File: config.mk
export PLATFORM = sky130hd
export DESIGN_NAME = fir_filter
export DESIGN_NICKNAME = d
export VERILOG_FILES = /design/src/rtl/fir_filter.sv
export SDC_FILE = /design/constraint.sdc
export NUM_CORES = 1
export LEC_CHECK = 0
export CORE_MARGIN = 2
export CORE_UTILIZATION = 59
export DETAILED_ROUTE_END_ITERATION = 8
export PLACE_DENSITY = 0.76
export RECOVER_POWER = 50
export SYNTH_ARGS = -nofsm -noshare
export SYNTH_HDL_FRONTEND = slang
export SYNTH_HIERARCHICAL = 1
export SYNTH_SLANG_ARGS = --single-unit
File: constraint.sdc
create_clock -name clk -period 9.25 [get_ports clk]
set_input_delay 1.3875 -clock clk [delete_from_list [all_inputs] [get_ports clk]]
set_output_delay 1.3875 -clock clk [all_outputs]
set_load 0.05 [all_outputs]
File: src/rtl/fir_filter.sv
// fir_filter: direct-form, fixed-coefficient, fully parallel FIR filter.
//   One sample is accepted per clock while valid is high. The sum of all
//   tap products is rounded (half-up) and saturated to DW bits, then
//   registered, giving a latency of one clock.
// Ports:
//   clk     - rising-edge clock
//   reset   - asynchronous active-high reset
//   x       - signed input sample, used directly as tap 0
//   valid   - input strobe
//   d_out   - registered, rounded, saturated filter output
//   d_valid - one-cycle pulse after each accepted sample

// Per-tap multiplier. The product is full precision, so no bits are lost
// before accumulation. A zero coefficient folds away to nothing.
module fir_tap #(
  parameter int              DW   = 16,
  parameter logic [DW-1:0]   COEF = '0
) (
  input  logic [DW-1:0]   x_i,
  output logic [2*DW-1:0] prod_o
);
  logic signed [DW-1:0]   xs;
  logic signed [DW-1:0]   cs;
  logic signed [2*DW-1:0] ps;

  assign xs = x_i;
  assign cs = COEF;
  // Both operands are sign-extended to 2*DW, so the low 2*DW bits of the
  // product equal the exact signed product.
  assign ps     = (2*DW)'(xs) * (2*DW)'(cs);
  assign prod_o = ps;
endmodule

module fir_filter #(
  parameter int                  TAPS   = 16,
  parameter int                  DW     = 16,
  parameter logic [TAPS*DW-1:0]  COEFFS = {16{16'h0800}}
) (
  input  logic          clk,
  input  logic          reset,
  input  logic [DW-1:0] x,
  input  logic          valid,
  output logic [DW-1:0] d_out,
  output logic          d_valid
);
  localparam int STAGES = 1;
  localparam int AW     = 2*DW + $clog2(TAPS);

  // Rounding constant 2^(DW-2) and the saturation limits, all at AW bits.
  localparam logic signed [AW-1:0] RND  = {{(AW-DW+1){1'b0}}, 1'b1, {(DW-2){1'b0}}};
  localparam logic signed [AW-1:0] MAXV = {{(AW-DW+1){1'b0}}, {(DW-1){1'b1}}};
  localparam logic signed [AW-1:0] MINV = {{(AW-DW+1){1'b1}}, {(DW-1){1'b0}}};

  // Delay line holds x[n-1]..x[n-(TAPS-1)]; x[n] comes straight from the port.
  logic [TAPS-1:1][DW-1:0]   dly_q, dly_d;
  logic [TAPS-1:0][DW-1:0]   tap_x;
  logic [TAPS-1:0][2*DW-1:0] prod;
  logic [DW-1:0]             d_out_q, d_out_d;
  logic [STAGES:0]           vld_pipe;

  logic signed [AW-1:0]      acc;
  logic signed [AW-1:0]      rnd;
  logic signed [AW-1:0]      shf;

  assign tap_x[0] = x;

  genvar k;
  generate
    for (k = 1; k < TAPS; k++) begin : g_tapx
      assign tap_x[k] = dly_q[k];
    end
    for (k = 0; k < TAPS; k++) begin : g_tap
      fir_tap #(
        .DW   (DW),
        .COEF (COEFFS[k*DW +: DW])
      ) u_tap (
        .x_i    (tap_x[k]),
        .prod_o (prod[k])
      );
    end
  endgenerate

  // Single combinational stage: sum of sign-extended products, round, shift.
  always_comb begin
    acc = '0;
    for (int i = 0; i < TAPS; i++) begin
      acc = acc + {{(AW-2*DW){prod[i][2*DW-1]}}, prod[i]};
    end
    rnd = acc + RND;
    shf = rnd >>> (DW-1);
  end

  // Clamp instead of wrapping: a full-scale input with large coefficients
  // must pin the output at the rail, never flip sign.
  always_comb begin
    d_out_d = d_out_q;
    if (valid) begin
      if (shf > MAXV)      d_out_d = {1'b0, {(DW-1){1'b1}}};
      else if (shf < MINV) d_out_d = {1'b1, {(DW-1){1'b0}}};
      else                 d_out_d = shf[DW-1:0];
    end
  end

  // Shift only on accepted samples; gaps hold the history unchanged.
  always_comb begin
    dly_d = dly_q;
    if (valid) begin
      dly_d[1] = x;
      for (int i = 2; i < TAPS; i++) begin
        dly_d[i] = dly_q[i-1];
      end
    end
  end

  assign vld_pipe[0] = valid;

  always_ff @(posedge clk or posedge reset) begin
    if (reset) begin
      dly_q            <= '0;
      d_out_q          <= '0;
      vld_pipe[STAGES:1] <= '0;
    end else begin
      dly_q            <= dly_d;
      d_out_q          <= d_out_d;
      vld_pipe[STAGES:1] <= vld_pipe[STAGES-1:0];
    end
  end

  assign d_out   = d_out_q;
  assign d_valid = vld_pipe[STAGES];
endmodule

==> results.sh, run 1 <==
export IMPL_setup_tns_ns=0
export IMPL_synth_xor_area_share_pct=0.632
export IMPL_track_usage_pct=18.0
export IMPL_grt_overflow=0
export IMPL_synthMuxAreaShare_pct=9.81
export IMPL_wl_um=39300
export IMPL_nets=2828
export IMPL_vias=13500
export IMPL_start_util_pct=59.7
export IMPL_grt_antenna_before_repair=0
export IMPL_synth_cell_area_um2=27700
export IMPL_cts_resized=0
export IMPL_synth_compound_area_share_pct=3.55
export IMPL_whs_ns=0.515
export IMPL_synth_top_family_by_area="adder cells"
export IMPL_root_buffer="clkbuf_16"
export IMPL_cts_hold_buf=0
export IMPL_routedWlPerCell_um=13.5
export IMPL_outcome="finished with violations"
export IMPL_die_w_um=221
export IMPL_reg2reg_depth=22
export IMPL_numPortBuffers=35
export IMPL_synth_async_reset_ratio_pct=100
export IMPL_failed_checks="capacitance limit, slew limit"
export IMPL_fp_dieH_um=221
export IMPL_core_rowCount=79
export IMPL_cts_setup_buffers=0
export IMPL_finalSetupViolCount=0
export IMPL_via_per_inst=4.62
export IMPL_clock_latency_ns=0.58
export IMPL_synthAdderAreaFrac_pct=36.0
export IMPL_gp_congestion=0.854
export IMPL_final_period_utilization_pct=84.2
export IMPL_fillers=3801
export IMPL_area_growth_syn_to_layout_pct=-4.74
export IMPL_fin_worst_skew_ns=0.0110
export IMPL_drt_iter0_markers=554
export IMPL_ys_flop_type="dfrtp_1"
export IMPL_synth_cell_type_count=65
export IMPL_tightest_slew_ns=6.88
export IMPL_clockBufferDepth=3
export IMPL_slew_headroom_pct=-359
export IMPL_cts_sinks=257
export IMPL_hold_depth=1
export IMPL_yosys_warnings=6
export IMPL_crit_path_max_fanout=15
export IMPL_dieArea_um2=48700
export IMPL_synth_edf_count=0
export IMPL_drc=0
export IMPL_coreArea_um2=46500
export IMPL_cts_clk_slew_worst_paths_ns=0.06
export IMPL_avgSynthCellArea_um2=10.6
export IMPL_rsz0062_at_grt="no"
export IMPL_setup_worst_path_start_class="input port"
export IMPL_grt_pass1_wl_um=71200
export IMPL_ant_nets=0
export IMPL_cts_buffers_inserted=30
export IMPL_hold_violations=0
export IMPL_crit_type="input port to register"
export IMPL_synthSimpleGateAreaFrac_pct=1.64
export IMPL_netlist_instances=2605
export IMPL_hpwl_um=32300
export IMPL_antenna_cells=0
export IMPL_synth_seq_cells=257
export IMPL_tritoncts="yes"
export IMPL_fmax_mhz=128
export IMPL_slew_violations=334
export IMPL_crit_required_ns=9.46
export IMPL_drive_above_1_share_pct=13.9
export IMPL_critPathArrivalTime_ns=8.00
export IMPL_maxCapViolCount=3
export IMPL_dr_pass1_iters=5
export IMPL_period_minus_slack_ns=7.79
export IMPL_worstHoldPathType="register to register"
export IMPL_htreeDepth=1
export IMPL_multi_input_area_um2=15000
export IMPL_grt_start_max_net_pins=143
export IMPL_grt_pass1_vias=15700
export IMPL_end_kind="register"
export IMPL_regArea_um2=6430
export IMPL_yosysSeqAreaShare_pct=23.2
export IMPL_pin_count=36
## sequential cells by signal (all words and copies together), names as in the netlist
name and count:
dly_q 240, d_out 16, d_valid 1
## synthesized netlist by cell type (9+ instances only)
master / instances / area share (%)
xnor2_1: 16 / 0.51
clkbuf_1: 36 / 0.49
inv_1: 777 / 11
dfrtp_1: 257 / 23
mux2_2: 240 / 9.8
fa_1: 454 / 33
buf_4: 513 / 14
nand2_1: 23 / 0.31
a21oi_1: 35 / 0.63
ha_1: 70 / 3.2
o21ai_0: 22 / 0.40
nor2_1: 20 / 0.27
conb_1: 16 / 0.22
a21oi_2: 9 / 0.28
o22ai_2: 10 / 0.45
## per-layer routing
metal,wire [µm],global-route usage (%),up-vias
met5,0,0,-
met4,819,3.84,0
met3,1170,2.08,60
met2,21700,33.6,159
met1,15700,22.3,6957
li1,-,-,6280
## cells in the final DEF (no fill, tap or decap), drive strengths merged, types with 8 or more instances in the layout
cell | netlist | routed
a21oi | 44 | 44
clkbuf | 36 | 46
clkdlybuf4s50 | 0 | 33
conb | 16 | 176
dfrtp | 257 | 257
fa | 454 | 454
ha | 70 | 70
inv | 777 | 778
mux2 | 241 | 241
nand2 | 23 | 23
nand3 | 8 | 8
nor2 | 21 | 21
o21ai | 24 | 24
o22ai | 16 | 16
xnor2 | 16 | 16
## path summary, 6_finish.rpt
check / start / endpoint / slack, ns
worst max register to register: dly_q[191]$_DFFE_PP0P_ / d_out[2]$_DFFE_PP0P_ / 2.17
worst max-delay path: x[15] / d_out[2]$_DFFE_PP0P_ / 1.46
worst min-delay path: dly_q[228]$_DFFE_PP0P_ / dly_q[228]$_DFFE_PP0P_ / 0.52
worst min register to register: dly_q[228]$_DFFE_PP0P_ / dly_q[228]$_DFFE_PP0P_ / 0.52
min in group asynchronous: reset / dly_q[10]$_DFFE_PP0P_ / 3.40
max in group asynchronous: reset / dly_q[36]$_DFFE_PP0P_ / 2.75
## cells by family after synthesis
family	after synthesis
AOI/OAI and AO/OA	133
DFF	257
adders and majority gates	524
other	16
xor gates and xnor gates	20
buffers and inverters	1328
and+or+nand+nor	86
muxes	241
## metrics by stage
| step | util, % | cells | setup slack [ns] | cell area, µm² |
|---|---|---|---|---|
| final | 56.8 | 2912 | 1.46 | 26400 |
| after global routing | 56.8 | 2912 | 0.756 | 26400 |
| after CTS | 56.9 | 2912 | 1.68 | 26400 |
| after detailed placement | 54.8 | 2860 | 1.07 | 25500 |
| after global placement | 54.8 | 2860 | 1.33 | 25500 |
| after floorplan | - | 2765 | 0.792 | 28300 |
## worst max-delay path, stage by stage
cell and delay, ns:
clkdlybuf4s50_1 0.71, inv_1 0.12, fa_1 0.54, inv_1 0.05, fa_1 0.45, fa_1 0.52, fa_1 0.44, fa_1 0.52
inv_1 0.06, fa_1 0.47, inv_1 0.04, ha_1 0.39, nand2_1 0.09, o21ai_1 0.19, a32oi_1 0.13, a32oi_1 0.48
a211oi_2 0.11, o2bb2ai_1 0.33, nand4_2 0.50, a21boi_0 0.39, o22ai_2 0.09
## layout make-up
type	instances	area share [%]
clock buffer	44	3.27
clock inverter	8	0.379
inverter	777	11.0
multi-input combinational	1180	56.7
sequential	257	24.4
tap	607	2.88
timing repair buffer	39	1.41
Power of run 1 is left out: the tool's default activity adds up to more than one toggle a clock period on the data nets, which glitch-free logic cannot reach.
==> inputs of run 2 (changes only) <==
Settings changed: PLACE_DENSITY 0.76 to 0.79.
Clock period 9.25 ns to 7.1 ns, I/O delays scaled along.
==> results.sh, run 2 (same netlist as run 1, synthesis figures left out) <==
export IMPL_outcome="finished with violations"
export IMPL_failed_checks="capacitance limit, slew limit"
export IMPL_drive_above_1_share_pct=15.5
export IMPL_stdcell_count=2951
export IMPL_fin_worst_skew_ns=0.0147
export IMPL_die_w_um=221
export IMPL_slew_violations=259
export IMPL_layout_commonest_cell="inv_1"
export IMPL_period_minus_slack_ns=6.71
export IMPL_hpwl_um=32600
export IMPL_cts_sinks=257
export IMPL_rsz0062_at_grt="no"
export IMPL_tritoncts="yes"
export IMPL_start_util_pct=59.7
export IMPL_core_rowCount=79
export IMPL_via_per_inst=4.64
export IMPL_gp_congestion=0.839
export IMPL_end_kind="register"
export IMPL_worst_slack_ns=0.393
export IMPL_path_cells="clkdlybuf4s50_1 > inv_1 > fa_1 > inv_1 > fa_1 > fa_1 > fa_1 > fa_1 > inv_1 > fa_1 > inv_1 > ha_1 > nand2_1 > o21ai_0 > a32oi_1 > a32oi_1 > a211oi_2 > o2bb2ai_1 > nand4_2 > buf_4 > a21oi_1 > o22ai_1"
export IMPL_wl_um=40300
export IMPL_final_period_utilization_pct=94.5
export IMPL_cts_clk_slew_worst_paths_ns=0.06
export IMPL_clockBufferDepth=3
export IMPL_worstHoldPathType="register to register"
export IMPL_track_usage_pct=18.2
export IMPL_post_place_ws_ns=-0.204
export IMPL_grt_overflow=0
export IMPL_crit_family="adder cells"
export IMPL_vias=13700
export IMPL_slew_headroom_pct=-206
export IMPL_grt_pass1_vias=15800
export IMPL_nets=2868
export IMPL_max_stage_delay_ns=0.53
export IMPL_finalSetupViolCount=0
export IMPL_critPathSlowestCell="fa_1"
export IMPL_htreeDepth=1
export IMPL_maxCapViolCount=2
export IMPL_dr_pass1_iters=5
export IMPL_coreArea_um2=46500
export IMPL_cp_num_buf_inv=6
export IMPL_drt_iter0_markers=503
export IMPL_grt_start_max_net_pins=183
export IMPL_pin_count=36
export IMPL_cts_hold_buf=0
export IMPL_cts_resized=0
export IMPL_grt_pass1_wl_um=72000
export IMPL_crit_required_ns=7.52
export IMPL_routedWlPerCell_um=13.7
export IMPL_numPortBuffers=35
export IMPL_top_register="dly_q"
export IMPL_root_buffer="clkbuf_16"
export IMPL_dieArea_um2=48700
export IMPL_crit_path_max_fanout=8
export IMPL_cts_buffers_inserted=30
export IMPL_crit_path_frequent_cell="fa_1"
export IMPL_critPathArrivalTime_ns=7.12
export IMPL_cts_setup_buffers=0
export IMPL_final_cell_mix="776 x inv_1, 454 x fa_1, 257 x dfrtp_1"
export IMPL_crit_type="input port to register"
export IMPL_setup_worst_path_start_class="input port"
export IMPL_whs_ns=0.514
export IMPL_clock_latency_ns=0.57
export IMPL_drc=0
export IMPL_area_growth_syn_to_layout_pct=-3.33
export IMPL_place_inst=2900
export IMPL_tightest_slew_ns=4.59
export IMPL_largest_register_ffs=240
export IMPL_grt_antenna_before_repair=0
export IMPL_setup_tns_ns=0
export IMPL_fp_dieH_um=221
export IMPL_ant_nets=0
export IMPL_hold_violations=0
export IMPL_fmax_mhz=149
export IMPL_antenna_cells=0
[run 2: final timing paths]
path,cells after the start,startpoint,end,slack (ns)
setup / recovery,22,x[10],d_out[11]$_DFFE_PP0P_,0.39
hold / removal,1,dly_q[24]$_DFFE_PP0P_,dly_q[40]$_DFFE_PP0P_,0.51
setup reg to reg,23,dly_q[191]$_DFFE_PP0P_,d_out[11]$_DFFE_PP0P_,0.62
hold reg to reg,1,dly_q[24]$_DFFE_PP0P_,dly_q[40]$_DFFE_PP0P_,0.51
max in group asynchronous,3,reset,d_out[13]$_DFFE_PP0P_,1.63
min in group asynchronous,3,reset,dly_q[42]$_DFFE_PP0P_,2.50
[run 2: layout make-up]
type | count | area, µm²
fill | 3705 | 19700
multi-input combinational | 1180 | 15000
sequential | 257 | 6430
inverter | 777 | 2920
clock buffer | 41 | 852
tap | 607 | 759
timing repair buffer | 79 | 704
clock inverter | 10 | 168
[run 2: worst reg2reg max path, delay by kind of cell, from the launching register on]
family / cells / cell delay, ns
compound gates: 8 / 1.57
fa+ha+maj: 7 / 3.35
buf+inv: 7 / 0.62
flops: 1 / 0.52
simple gates: 1 / 0.26
[run 2: layer usage]
layer  global-route usage, %  wire length (µm)  up-vias
li1                        -                 -     6370
met1                    22.5             16000     7109
met2                    34.5             22500      154
met3                    2.08              1200       52
met4                    3.27               611        0
met5                       0                 0        -
[run 2: per-stage QoR]
step                cell area [µm²]  util, %
floorplan                     28300        -
global placement              25800     55.5
detailed placement            25800     55.5
CTS                           26800     57.7
global route                  26800     57.7
finish                        26800     57.7
Power of run 2 is left out for the same reason.
==> inputs of run 3 (changes only) <==
Settings changed: SLEW_MARGIN set to 20.
==> results of run 3 <==
Same layout as run 2: the final DEF is identical, and so are final timing and power.
Power of run 3 is left out for the same reason.
